`src/rtl/bananachine_pkg.sv`:
```
// -----------------------------------------------------------------------------
// bananachine_pkg
// Shared definitions for the Bananachine control path: the controller state
// encoding, instruction opcode / extended-opcode values, the ALU add code,
// branch condition codes and PSR flag bit positions.
// Ports: none (package).
// -----------------------------------------------------------------------------
package bananachine_pkg;

  typedef enum logic [3:0] {
    FETCH   = 4'd0,
    IR_LOAD = 4'd1,
    DECODE  = 4'd2,
    EX_ALU  = 4'd3,
    LD_ADDR = 4'd4,
    LD_WB   = 4'd5,
    ST      = 4'd6,
    BRANCH  = 4'd7,
    JCOND   = 4'd8,
    JAL     = 4'd9,
    NOP_END = 4'd10
  } state_t;

  // Primary opcodes (instruction bits 15-12)
  localparam logic [3:0] OP_RTYPE   = 4'b0000;
  localparam logic [3:0] OP_SPECIAL = 4'b0100;
  localparam logic [3:0] OP_BCOND   = 4'b1100;
  localparam logic [3:0] OP_CMP     = 4'b1011;

  // Extended opcodes under OP_SPECIAL (instruction bits 7-4)
  localparam logic [3:0] EXT_LOAD  = 4'b0000;
  localparam logic [3:0] EXT_STOR  = 4'b0100;
  localparam logic [3:0] EXT_JAL   = 4'b1000;
  localparam logic [3:0] EXT_JCOND = 4'b1100;

  localparam logic [5:0] ALU_ADD = 6'b000101;

  // Condition codes carried in A_index
  localparam logic [3:0] CC_EQ = 4'b0000;
  localparam logic [3:0] CC_NE = 4'b0001;
  localparam logic [3:0] CC_CS = 4'b0010;
  localparam logic [3:0] CC_CC = 4'b0011;
  localparam logic [3:0] CC_HI = 4'b0100;
  localparam logic [3:0] CC_LS = 4'b0101;
  localparam logic [3:0] CC_GT = 4'b0110;
  localparam logic [3:0] CC_LE = 4'b0111;
  localparam logic [3:0] CC_FS = 4'b1000;
  localparam logic [3:0] CC_FC = 4'b1001;
  localparam logic [3:0] CC_UC = 4'b1110;

  // PSR flag bit positions
  localparam int FLAG_C = 0;
  localparam int FLAG_L = 2;
  localparam int FLAG_F = 5;
  localparam int FLAG_Z = 6;
  localparam int FLAG_N = 7;

  // Immediate-form ALU opcodes: the opcode itself is the ALU operation.
  function automatic logic is_iform(input logic [3:0] op);
    case (op)
      4'b0001, 4'b0010, 4'b0011, 4'b0101,
      4'b1001, 4'b1011, 4'b1101: is_iform = 1'b1;
      default:                   is_iform = 1'b0;
    endcase
  endfunction

endpackage

```
`src/rtl/cond_eval.sv`:
```
// -----------------------------------------------------------------------------
// cond_eval
// Combinational branch/jump condition evaluator shared by BRANCH and JCOND.
// Ports:
//   A_index   in  [REG_BITS-1:0] condition code (instruction bits 11-8)
//   psr_flags in  [WIDTH-1:0]    processor status flags
//   taken     out                condition satisfied
// -----------------------------------------------------------------------------
module cond_eval
  import bananachine_pkg::*;
#(
  parameter int REG_BITS = 4,
  parameter int WIDTH    = 16
) (
  input  logic [REG_BITS-1:0] A_index,
  input  logic [WIDTH-1:0]    psr_flags,
  output logic                taken
);

  // Only five flag bits matter; the rest are deliberately ignored.
  logic w_unused_flags;
  assign w_unused_flags = ^psr_flags;

  always_comb begin
    taken = 1'b0;
    case (A_index)
      CC_EQ:   taken =  psr_flags[FLAG_Z];
      CC_NE:   taken = ~psr_flags[FLAG_Z];
      CC_CS:   taken =  psr_flags[FLAG_C];
      CC_CC:   taken = ~psr_flags[FLAG_C];
      CC_HI:   taken =  psr_flags[FLAG_L];
      CC_LS:   taken = ~psr_flags[FLAG_L];
      CC_GT:   taken =  psr_flags[FLAG_N];
      CC_LE:   taken = ~psr_flags[FLAG_N];
      CC_FS:   taken =  psr_flags[FLAG_F];
      CC_FC:   taken = ~psr_flags[FLAG_F];
      CC_UC:   taken = 1'b1;
      default: taken = 1'b0;
    endcase
  end

endmodule

```
`src/rtl/control_fsm.sv`:
```
// -----------------------------------------------------------------------------
// control_fsm
// Multicycle controller for the Bananachine datapath: fetches, decodes and
// sequences each instruction, driving every datapath control and the memory
// write strobe. Outputs are a Moore decode of the state, except pc_src in
// BRANCH/JCOND (uses psr_flags) and alu_cont/alu_B_src in EX_ALU (use opcodes).
// Ports:
//   clk, reset (async, active-low)
//   op_code, ext_op_code, A_index, psr_flags  in   instruction fields / flags
//   reg_write, alu_A_src, alu_B_src, pc_en,
//   loading, storing, instruction_en          out  datapath controls
//   mem_write                                 out  memory write enable
//   pc_src        out [1:0] 0=ALU 1=reg_B 2=PC+1
//   reg_write_src out [1:0] 0=ALU 1=memory 2=PC+1
//   alu_cont      out [ALU_CONT_BITS-1:0] ALU operation
// -----------------------------------------------------------------------------
module control_fsm
  import bananachine_pkg::*;
#(
  parameter int ALU_CONT_BITS    = 6,
  parameter int OP_CODE_BITS     = 4,
  parameter int EXT_OP_CODE_BITS = 4,
  parameter int REG_BITS         = 4,
  parameter int WIDTH            = 16
) (
  input  logic                        clk,
  input  logic                        reset,
  input  logic [OP_CODE_BITS-1:0]     op_code,
  input  logic [EXT_OP_CODE_BITS-1:0] ext_op_code,
  input  logic [REG_BITS-1:0]         A_index,
  input  logic [WIDTH-1:0]            psr_flags,
  output logic                        reg_write,
  output logic                        alu_A_src,
  output logic                        alu_B_src,
  output logic                        pc_en,
  output logic                        loading,
  output logic                        storing,
  output logic                        instruction_en,
  output logic                        mem_write,
  output logic [1:0]                  pc_src,
  output logic [1:0]                  reg_write_src,
  output logic [ALU_CONT_BITS-1:0]    alu_cont
);

  localparam logic [1:0] PC_SRC_ALU  = 2'd0;
  localparam logic [1:0] PC_SRC_REGB = 2'd1;
  localparam logic [1:0] PC_SRC_INC  = 2'd2;

  localparam logic [1:0] RW_SRC_ALU = 2'd0;
  localparam logic [1:0] RW_SRC_MEM = 2'd1;
  localparam logic [1:0] RW_SRC_PC1 = 2'd2;

  state_t r_state;
  state_t w_next_state;
  logic   w_taken;
  logic   w_rform;

  cond_eval #(
    .REG_BITS (REG_BITS),
    .WIDTH    (WIDTH)
  ) u_cond_eval (
    .A_index   (A_index),
    .psr_flags (psr_flags),
    .taken     (w_taken)
  );

  assign w_rform = (op_code == OP_RTYPE);

  // State register. Reset drops straight to FETCH, so an aborted instruction
  // can never leave a write strobe asserted.
  // NOTE: sequential state uses non-blocking assignments so every flop
  // samples pre-edge values regardless of block ordering.
  always_ff @(posedge clk or negedge reset) begin
    if (!reset) r_state <= FETCH;
    else        r_state <= w_next_state;
  end

  // Next-state logic
  // NOTE: every combinational output is given a default up front so that no
  // path through the case leaves it unassigned and infers a latch.
  always_comb begin
    w_next_state = FETCH;
    case (r_state)
      FETCH:   w_next_state = IR_LOAD;
      IR_LOAD: w_next_state = DECODE;
      DECODE: begin
        if (op_code == OP_RTYPE) begin
          w_next_state = EX_ALU;
        end else if (op_code == OP_SPECIAL) begin
          case (ext_op_code)
            EXT_LOAD:  w_next_state = LD_ADDR;
            EXT_STOR:  w_next_state = ST;
            EXT_JAL:   w_next_state = JAL;
            EXT_JCOND: w_next_state = JCOND;
            default:   w_next_state = NOP_END;
          endcase
        end else if (op_code == OP_BCOND) begin
          w_next_state = BRANCH;
        end else if (is_iform(op_code)) begin
          w_next_state = EX_ALU;
        end else begin
          w_next_state = NOP_END;
        end
      end
      LD_ADDR: w_next_state = LD_WB;
      default: w_next_state = FETCH;  // all terminal states
    endcase
  end

  // Output decode
  always_comb begin
    reg_write      = 1'b0;
    alu_A_src      = 1'b1;
    alu_B_src      = 1'b0;
    pc_en          = 1'b0;
    loading        = 1'b0;
    storing        = 1'b0;
    instruction_en = 1'b0;
    mem_write      = 1'b0;
    pc_src         = PC_SRC_INC;
    reg_write_src  = RW_SRC_ALU;
    alu_cont       = ALU_CONT_BITS'(ALU_ADD);

    case (r_state)
      IR_LOAD: instruction_en = 1'b1;
      EX_ALU: begin
        pc_en = 1'b1;
        if (w_rform) begin
          alu_B_src = 1'b0;
          alu_cont  = ALU_CONT_BITS'(ext_op_code);
          // CMP only updates flags; the R-form encoding reuses the opcode value
          reg_write = (ext_op_code != OP_CMP);
        end else begin
          alu_B_src = 1'b1;
          alu_cont  = ALU_CONT_BITS'(op_code);
          reg_write = (op_code != OP_CMP);
        end
      end
      LD_ADDR: loading = 1'b1;
      LD_WB: begin
        loading       = 1'b1;
        reg_write     = 1'b1;
        reg_write_src = RW_SRC_MEM;
        pc_en         = 1'b1;
      end
      ST: begin
        storing   = 1'b1;
        mem_write = 1'b1;
        pc_en     = 1'b1;
      end
      BRANCH: begin
        // PC-relative target: PC + immediate through the ALU
        alu_A_src = 1'b0;
        alu_B_src = 1'b1;
        alu_cont  = ALU_CONT_BITS'(ALU_ADD);
        pc_en     = 1'b1;
        pc_src    = w_taken ? PC_SRC_ALU : PC_SRC_INC;
      end
      JCOND: begin
        pc_en  = 1'b1;
        pc_src = w_taken ? PC_SRC_REGB : PC_SRC_INC;
      end
      JAL: begin
        reg_write     = 1'b1;
        reg_write_src = RW_SRC_PC1;
        pc_en         = 1'b1;
        pc_src        = PC_SRC_REGB;
      end
      NOP_END: begin
        pc_en  = 1'b1;
        pc_src = PC_SRC_INC;
      end
      default: ;  // FETCH, DECODE: defaults only
    endcase
  end

endmodule

```
`config.mk`:
```
export PLATFORM = sky130hd
export DESIGN_NAME = control_fsm
export DESIGN_NICKNAME = d
export VERILOG_FILES = /design/src/rtl/bananachine_pkg.sv /design/src/rtl/cond_eval.sv /design/src/rtl/control_fsm.sv
export SDC_FILE = /design/constraint.sdc
export NUM_CORES = 1
export LEC_CHECK = 0
export BUFFER_PORTS_ARGS = -buffer_cell sky130_fd_sc_hd__clkbuf_2
export CORE_MARGIN = 2
export CORE_UTILIZATION = 36
export CTS_BUF_LIST = sky130_fd_sc_hd__clkbuf_4 sky130_fd_sc_hd__clkbuf_8
export DETAILED_ROUTE_END_ITERATION = 6
export MAX_ROUTING_LAYER = met4
export PLACE_DENSITY = 0.77
export SKIP_LAST_GASP = 1
export SYNTH_ARGS = -nofsm -noshare
export SYNTH_HDL_FRONTEND = slang
export SYNTH_SLANG_ARGS = --single-unit
```
`constraint.sdc`:
```
create_clock -name clk -period 1.86 [get_ports clk]
set_clock_uncertainty 0.2 [all_clocks]
set_input_delay 0.372 -clock clk [delete_from_list [all_inputs] [get_ports clk]]
set_output_delay 0.372 -clock clk [all_outputs]
set_load 0.005 [all_outputs]
```
==> summary.md <==
| Metric | Value |
|---|---|
| Cells along the critical path | buf_8 > or3b_4 > o41ai_2 > a21oi_1 > a211o_1 > clkbuf_2 |
| Initial antenna violation count | 0 |
| Setup WS pre-CTS | -296 ps |
| Inserted Clock Buffers | 3 |
| Layout cells sized above 1 | 0.655 |
| Run status | finished, violations left |
| Global route total overflow | 0 |
| Share of the yosys chip area belonging to registers | 0.163 |
| Placement row count | 14 |
| DRC | 0 |
| CTS root buf | clkbuf_4 |
| Final setup vio count | 11 |
| Min Tclk post-route | 2100 ps |
| Antenna viol nets, final | 0 |
| Yosys top cell by area | dfrtp_1 |
| Required time of the critical path | 1290 ps |
| # diodes | 0 |
| Area contributors post-synth | dfrtp_1 (16%), nor2_1 (7.3%), xnor2_1 (5.7%) |
| Mapped Area | 614 sq um |
| Final HPWL DP | 1540 microns |
| RSZ-0062 raised after global routing | yes |
| Achievable Freq | 475 MHz |
| Total power | 1.01 mW |
| Final wirelength | 2130 microns |
| Initial Util | 0.394 |
| WS Path Type | input port to output port |
| Clock sinks | 4 |
| Clock Latency Late Sink | 240 ps |
| Number of distinct library cells after synthesis | 39 |
| Largest net degree at the start of global routing | 8 |
| Largest buffer count on any clock path | 2 |
| Ports | 48 |
| Arrival @ worst endpoint | 1530 ps |
| Vias | 868 |
| Fin crit share | 1.13 |
| Synth top area share | 0.163 |
| Routed WL per cell | 13.0 microns |
| Synthesis warning total | 0 |
| Max FFs per register | 4 |
| Final hold violation count | 0 |
| Hold Path Class | input port to async pin |
| Cell Pwr Density | 869 nW/um^2 |
| Via density | 5.29 |
| Most Crowded Layer GR | met2 |
| Pre-Repair DR Iteration Count | 4 |
| Vias in the first global route | 801 |
| Die W | 45.3 microns |
| Total GRT Usage | 0.211 |
| Failing checks | setup timing |
| Met3 Use GR | 0.0240 |
| Critical path's slowest cell | or3b_4 |
| First-pass GRT wire length | 3060 microns |
| Synthesis-to-finish area growth | 89.6% |
| Met1 usage | 0.191 |
| Final worst setup slack | -244 ps |
| H-tree depth | 1 |
| Mapped Cells | 86 |
| Critical Path End Type | output port |
| Clock slew at reported path FFs | 40 ps |
| Largest Register | r_state |
| Crit path largest cell delay | 390 ps |
| Peak VDD IR | 488 uV |
| Initial detailed-routing violation count | 16 |
| Register bit total from synthesis | 4 |
| CP Launch Type | input port |
| Max Cap Viol | 0 |
| Core box area | 1560 sq um |
| Gpl congestion | 0.862 |
| Mean Syn Cell Area | 7.14 sq um |
| Static leakage | 0.571 nW |
| CTS tree | done |
| Die Y | 45.3 microns |
| CP max FO | 3 |
| Final Net Count | 180 |
| Port Buf Inserts | 34 |
| Slew Limit Fails | 0 |
| Top Registers | r_state x4 |
| Die area | 2050 sq um |
| GR met2 Demand/Resource | 0.437 |
[metrics by stage]
step                      TNS (ps)  instances  utilization  hold slack (ps)  instance area, sq um
final                        -1250        164        0.747              262                  1160
after global routing         -1960        164        0.747              279                  1160
after CTS                    -1160        161        0.693              256                  1080
after detailed placement     -1060        152        0.600            -22.4                   935
after global placement        -787        152        0.600            -23.6                   935
after floorplan              -73.2         87            -             -124                   623
[synth_stat cells, drive strengths merged]
library cell	n
a2111oi	2
a211o	2
a211oi	2
a21boi	1
a21o	1
a21oi	3
a2bb2oi	1
a31oi	3
buf	8
clkbuf	2
conb	1
dfrtp	4
inv	7
mux2i	1
nand2	4
nand2b	4
nand3	1
nand3b	1
nor2	13
nor3	5
nor3b	2
nor4	1
o21a	1
o21ai	2
o32ai	2
o41ai	2
or2	1
or3	2
or3b	2
or4	1
xnor2	4
[critical path, delay by kind of cell]
kind | cells | cell delay [ps]
buffers and inverters | 2 | 210
AOI/OAI and AO/OA | 3 | 560
and+or+nand+nor | 1 | 390
[cells in the final DEF, fill, tap and decap left out, types with 2 or more instances in the layout]
master     instances
a21oi_1            2
xnor2_1            4
nor3_1             3
buf_4             30
clkbuf_2          27
a211o_1            2
a31oi_1            3
nor2_4             2
buf_6              4
clkbuf_4           3
a211oi_2           2
dfrtp_2            3
nor2_2             2
inv_1              7
buf_2              5
nor2_1             9
conb_1             2
nand2_1            4
nor3_2             2
a2111oi_2          2
nand2b_4           4
[power by group]
part / internal [mW] / switching (mW)
Clock: 0.0724 / 0.0395
Sequential: 0.121 / 0.0495
Combinational: 0.404 / 0.326
[cells by family (layout without fill, tap and decap cells)]
logic type      count (synthesis)  after routing  synth area share
simple gates                   37             37             0.322
compound gates                 22             22             0.285
buf+inv                        17             78             0.151
xor+xnor                        4              4            0.0570
flops                           4              4             0.163
other cells                     1              2           0.00610
mux                             1              1            0.0163
[repair_timing]
item                                   CTS  global route
setup buffers                            5             4
hold buffers                             1             0
pin swaps                                4             9
setup endpoints to repair                9            14
endpoints found under the hold margin    4             0
resized for setup                       14            20
[routing by layer]
layer / share of wire / wire (microns)
met5: 0 / 0
met4: 0.015 / 31
met3: 0.049 / 104
met2: 0.58 / 1230
met1: 0.36 / 762
[cell type report]
cell class,count,area [sq um]
tap,16,20.0
fill,122,394
timing repair buffer,68,455
sequential,4,104
inverter,7,26.3
clock buffer,3,22.5
multi-input combinational,66,537
[worst paths after layout]
| path | start | endpoint | slack (ps) | depth (start not counted) |
|---|---|---|---|---|
| min reg2reg | r_state[2] | r_state[1] | 420 | 2 |
| max | op_code[0] | reg_write | -240 | 6 |
| min | reset | r_state[1] | 260 | 2 |
| max reg2reg | r_state[3] | r_state[3] | 140 | 5 |
| max in group asynchronous | reset | r_state[3] | 1060 | 2 |
| min in group clk | ext_op_code[2] | r_state[1] | 340 | 4 |
(Power assumes the default switching activity.)
